### src/rtl/note_arrow_left.sv
// rtl/note_arrow_left.sv - falling left-arrow note: spawn, scroll, judge press, draw sprite
module note_arrow_left #(
  parameter int IX    = 50,
  parameter int TY    = 400,
  parameter int SY    = 15,
  parameter int SPEED = 2,
  parameter int WIN   = 12,
  parameter int FLASH = 8
) (
  input  logic       clk,
  input  logic       rst,
  input  logic       pix_clk,
  input  logic       animate,
  input  logic       spawn,
  input  logic       press,
  input  logic [9:0] x,
  input  logic [9:0] y,
  output logic       arrow,
  output logic       busy,
  output logic       hit,
  output logic       miss
);

  localparam logic [9:0] Y_LO    = 10'(TY - WIN);
  localparam logic [9:0] Y_HI    = 10'(TY + WIN);
  localparam logic [9:0] Y_SPAWN = 10'(SY);
  localparam logic [9:0] Y_STEP  = 10'(SPEED);
  localparam int         CW      = (FLASH < 2) ? 1 : $clog2(FLASH);
  localparam logic [CW-1:0] CNT_LAST = CW'(FLASH - 1);

  typedef enum logic [1:0] {S_IDLE, S_FALL, S_FLASH} state_t;

  state_t        state, state_n;
  logic [9:0]    yc, yc_n;
  logic [CW-1:0] cnt, cnt_n;
  logic          sync1, sync2, prev;
  logic          press_edge, in_win, past_win;
  logic          hit_d, miss_d;
  logic          pix_on;
  int            xi, yi, ci;

  // Two-flop synchroniser on the raw button plus a delayed copy for edge detection
  always_ff @(posedge clk or posedge rst) begin
    if (rst) begin
      sync1 <= 1'b0;
      sync2 <= 1'b0;
      prev  <= 1'b0;
    end else begin
      sync1 <= press;
      sync2 <= sync1;
      prev  <= sync2;
    end
  end

  assign press_edge = sync2 & ~prev;
  assign in_win     = (yc >= Y_LO) && (yc <= Y_HI);
  assign past_win   = (yc > Y_HI);

  // State register with the note position and flash frame counter
  always_ff @(posedge clk or posedge rst) begin
    if (rst) begin
      state <= S_IDLE;
      yc    <= Y_SPAWN;
      cnt   <= '0;
    end else begin
      state <= state_n;
      yc    <= yc_n;
      cnt   <= cnt_n;
    end
  end

  // Next state: a judged hit wins over both the miss check and the frame step
  always_comb begin
    state_n = state;
    yc_n    = yc;
    cnt_n   = cnt;
    case (state)
      S_IDLE: begin
        if (spawn) begin
          state_n = S_FALL;
          yc_n    = Y_SPAWN;
        end
      end
      S_FALL: begin
        if (press_edge && in_win) begin
          state_n = S_FLASH;
          cnt_n   = '0;
        end else if (past_win) begin
          state_n = S_IDLE;
        end else if (animate) begin
          yc_n = yc + Y_STEP;
        end
      end
      S_FLASH: begin
        if (animate) begin
          if (cnt == CNT_LAST) state_n = S_IDLE;
          else                 cnt_n   = cnt + CW'(1);
        end
      end
      default: state_n = S_IDLE;
    endcase
  end

  // Outputs decoded from the current state and the judge conditions
  always_comb begin
    busy   = (state != S_IDLE);
    hit_d  = (state == S_FALL) && press_edge && in_win;
    miss_d = (state == S_FALL) && !hit_d && past_win;
  end

  // Register the judge pulses so each is exactly one cycle wide
  always_ff @(posedge clk or posedge rst) begin
    if (rst) begin
      hit  <= 1'b0;
      miss <= 1'b0;
    end else begin
      hit  <= hit_d;
      miss <= miss_d;
    end
  end

  // Sprite coverage: rectangular shaft plus a ten-column stepped head pointing left
  always_comb begin
    xi     = int'(x);
    yi     = int'(y);
    ci     = int'(yc);
    pix_on = 1'b0;
    if (xi >= IX - 2 && xi < IX + 12 && yi >= ci - 6 && yi < ci + 6)
      pix_on = 1'b1;
    for (int i = 0; i < 10; i++) begin
      if (xi >= IX - 12 + i && xi < IX - 9 + i && yi >= ci - 1 - i && yi < ci + 1 + i)
        pix_on = 1'b1;
    end
  end

  // Pixel output only advances on pixel-enable cycles
  always_ff @(posedge clk or posedge rst) begin
    if (rst)          arrow <= 1'b0;
    else if (pix_clk) arrow <= pix_on & busy;
  end

endmodule
### config.mk
export PLATFORM = sky130hd
export DESIGN_NAME = note_arrow_left
export DESIGN_NICKNAME = d
export VERILOG_FILES = /design/src/rtl/note_arrow_left.sv
export SDC_FILE = /design/constraint.sdc
export NUM_CORES = 1
export LEC_CHECK = 0
export CORE_AREA = 2 2 136 112
export CTS_BUF_LIST = sky130_fd_sc_hd__clkbuf_8
export CTS_CLUSTER_DIAMETER = 120
export DETAILED_ROUTE_END_ITERATION = 7
export DIE_AREA = 0 0 138 114
export PLACE_DENSITY = 0.79
export RECOVER_POWER = 25
export SLEW_MARGIN = 20
export SYNTH_ARGS = -nofsm -noshare
export SYNTH_HDL_FRONTEND = slang
export SYNTH_SLANG_ARGS = --single-unit
### constraint.sdc
create_clock -name clk -period 5.1 [get_ports clk]
set_input_delay 0.765 -clock clk [delete_from_list [all_inputs] [get_ports clk]]
set_output_delay 0.765 -clock clk [all_outputs]
set_load 0.01 [all_outputs]
==> flow_summary_export.csv <==
group,metric,value,unit
outcome,status,"completed",
detailed_routing,wl,26500,um
critical_path,startpoint,"yc[1]$_DFFE_PP1P_",
detailed_routing,vias,7970,
pwr,peakVddDrop,0.000311,V
critical_path,end_kind,"flop",
critical_path,slowest_stage,"dfstp_2",
logic_synthesis,synth-warning-count,0,
detailed_routing,firstDrtPassIters,5,
floorplanning,io-pin-count,30,
critical_path,start_kind,"flop",
timing,worstMarginPinSlew,1030,ps
pwr,power_density,694,mW/mm^2
grt,grt-ovfl-total,0,
critical_path,rr_startpoint,"yc[1]$_DFFE_PP1P_",
logic_synthesis,synth_xor_area_frac,0.162,
detailed_routing,drc,0,
logic_synthesis,synthMuxAreaShare,0.00124,
detailed_routing,ant_nets,0,
floorplanning,die_x,138,um
floorplanning,die_area,0.0157,sq mm
logic_synthesis,synthArstFlopShare,1.00,
logic_synthesis,ys_seq_elements,21,
timing,worst_slack,246,ps
timing,setup_viol,0,
detailed_routing,wire_per_inst,21.4,um
floorplanning,die_height,114,um
timing,finalCritPeriodShare,0.952,
grt,grt_pass1_vias,7510,
logic_synthesis,synthSimpleGateAreaFrac,0.188,
critical_path,critPathCapture,"arrow$_DFFE_PP0P_",
critical_path,path_max_fanout,10,
logic_synthesis,synth.avg_cell_area,7.96,sq um
cts,cts_max_level,1,
critical_path,path_class,"flop to flop",
critical_path,r2r.worst_path.cells,18,
logic_synthesis,postSynthCellCount,1011,
cts,cts_root_buf,"clkbuf_8",
logic_synthesis,yosys.area_share.adder,0.327,
floorplanning,initial_utilization,0.554,
logic_synthesis,synth_compound_area_frac,0.219,
cts,clock-sinks,21,
timing,slew_headroom,0.313,
place,dp_hpwl,20600,um
layout,drive_gt1_frac,0.0752,
grt,grt_max_degree,22,
logic_synthesis,synth_edf_count,0,
timing,whs,363,ps
timing,final_hold_viol_count,0,
logic_synthesis,synth_cell_type_count,79,
floorplanning,fp.coreArea,0.0145,sq mm
critical_path,cp_num_buf_inv,2,
cts,cts_buffer_depth,2,
place,dp_cells,1235,
layout,fin_nets,1286,
timing,setup_tns,0,ps
critical_path,required,5260,ps
critical_path,cp.depth,18,
critical_path,arrival,5010,ps
layout,areaGrowthSynthToFinish,9.13,%
layout,fin_cells,1239,
floorplanning,placementRows,40,
layout,nFillCells,1332,
logic_synthesis,netlist_area,0.00805,sq mm
critical_path,cp_slowest_stage_delay,540,ps
timing,finalClockSkew,15.3,ps
timing,rsz0062_at_grt,"no",
cts,clk_pin_slew,90,ps
grt,antenna_found_initial,0,
timing,slew_violations,0,
logic_synthesis,synth_top_family_by_area,"adder cells",
place,pre_cts_slack,393,ps
cts,tritoncts,"done",
cts,clk_latency,270,ps
cts,cts_made_buffers,3,
grt,track_usage,0.331,
critical_path,regToRegEndpoint,"arrow$_DFFE_PP0P_",
flow_run,cap_violations,0,
pwr,power,6.09,mW
critical_path,path_cells,"inv_1 > ha_1 > nor3b_4 > xnor2_2 > inv_2 > ha_1 > a211oi_1 > xnor2_1 > ha_1 > a21oi_1 > nor2_1 > a2111oi_0 > o21ai_0 > a21oi_1 > o221ai_1 > o2bb2ai_1 > nor4_1 > a21oi_1",
critical_path,reg2reg_slack,250,ps
detailed_routing,drt-vias-per-instance,6.43,
cts,post_cts_buffers,0,
place,gp_congestion,1.07,
critical_path,critPathTopFamily,"compound AO/OA/AOI/OAI gates",
min_path,min_path_type,"flop to flop",
timing,fmax,206,MHz
logic_synthesis,synth_seq_area_share,0.0659,
logic_synthesis,syn_nets,1246,
place,port_buffers,29,
layout,n_antenna_cell,0,
detailed_routing,drt_iter0_drc,779,
grt,grt_first_pass_wirelength,41600,um
logic_synthesis,synth-main-ff-cell,"dfrtp_1",
timing,fin_crit,4850,ps
pwr,leakage,3.77,nW
synthesized netlist by cell type (all sizes together) (18+ instances only):
cell type | count | area (sq um)
xnor2 | 103 | 943
o21ai | 58 | 290
ha | 209 | 2620
a21oi | 63 | 315
inv | 38 | 143
nor2 | 70 | 278
xor2 | 41 | 359
a21o | 28 | 210
nor3 | 18 | 90.1
clkbuf | 18 | 67.6
nand3 | 32 | 170
nand2 | 88 | 333
cells in the final DEF (no fill, tap or decap), types with 26 or more instances in the layout:
master / n
inv_1: 34
a21oi_1: 63
clkdlybuf4s50_1: 26
nor2_1: 68
buf_4: 37
nand2_1: 87
a21o_1: 28
nand3_1: 30
ha_1: 209
o21ai_0: 56
xnor2_1: 98
xor2_1: 41
layer usage:
layer  part of all wire  GRT usage  vias to the layer above
met5                  0          0                        -
met4              0.024     0.0769                        0
met3               0.12     0.0735                       55
met2               0.41      0.491                      421
met1               0.45      0.487                     3692
li1                   -          -                     3802
metrics by stage:
| step | util | cell area [sq um] |
|---|---|---|
| after floorplan | - | 8050 |
| after global placement | 0.601 | 8720 |
| after detailed placement | 0.601 | 8720 |
| after CTS | 0.604 | 8760 |
| after global routing | 0.605 | 8780 |
| final | 0.605 | 8780 |
final cells by class:
cell class	instances	area (sq um)	area share
inverter	39	146	0.0167
timing repair buffer	66	568	0.0647
clock buffer	3	41.3	0.00470
multi-input combinational	920	7260	0.826
tap	189	236	0.0269
clock inverter	1	3.75	0.000427
sequential	21	531	0.0604
timing repair:
action / in CTS / in global routing
setup endpoints to repair: 0 / 1
hold buffers: 0 / 0
gates resized for setup: 0 / 2
logic make-up after synthesis:
logic type / Yosys count
AND/OR/NAND/NOR: 301
AO/OA/AOI/OAI: 263
adder cells (fa/ha/maj): 211
XOR/XNOR: 144
buffers and inverters: 70
flip-flops: 21
multiplexers: 1
where the power goes:
group / switching, mW / internal (mW) / total [mW]
Sequential: 0.0892 / 0.207 / 0.297
Combinational: 3.36 / 2.32 / 5.68
Clock: 0.0605 / 0.0538 / 0.114
Total: 3.51 / 2.58 / 6.09
worst min path at each step:
stage	start	end	slack (ps)	depth (start not counted)
after floorplan	sync1$_DFF_PP0_	sync2$_DFF_PP0_	330	0
after global placement	sync1$_DFF_PP0_	sync2$_DFF_PP0_	340	0
after detailed placement	sync1$_DFF_PP0_	sync2$_DFF_PP0_	340	0
after CTS	sync1$_DFF_PP0_	sync2$_DFF_PP0_	370	0
after global routing	sync1$_DFF_PP0_	sync2$_DFF_PP0_	370	0
final	sync1$_DFF_PP0_	sync2$_DFF_PP0_	360	0
flip-flops by register name, summed over array words and instances, names as in the netlist:
| name | cells |
|---|---|
| yc | 10 |
| cnt | 3 |
| state | 2 |
| arrow | 1 |
| hit | 1 |
| miss | 1 |
| prev | 1 |
| sync1 | 1 |
| sync2 | 1 |
(Power assumes the default switching activity.)
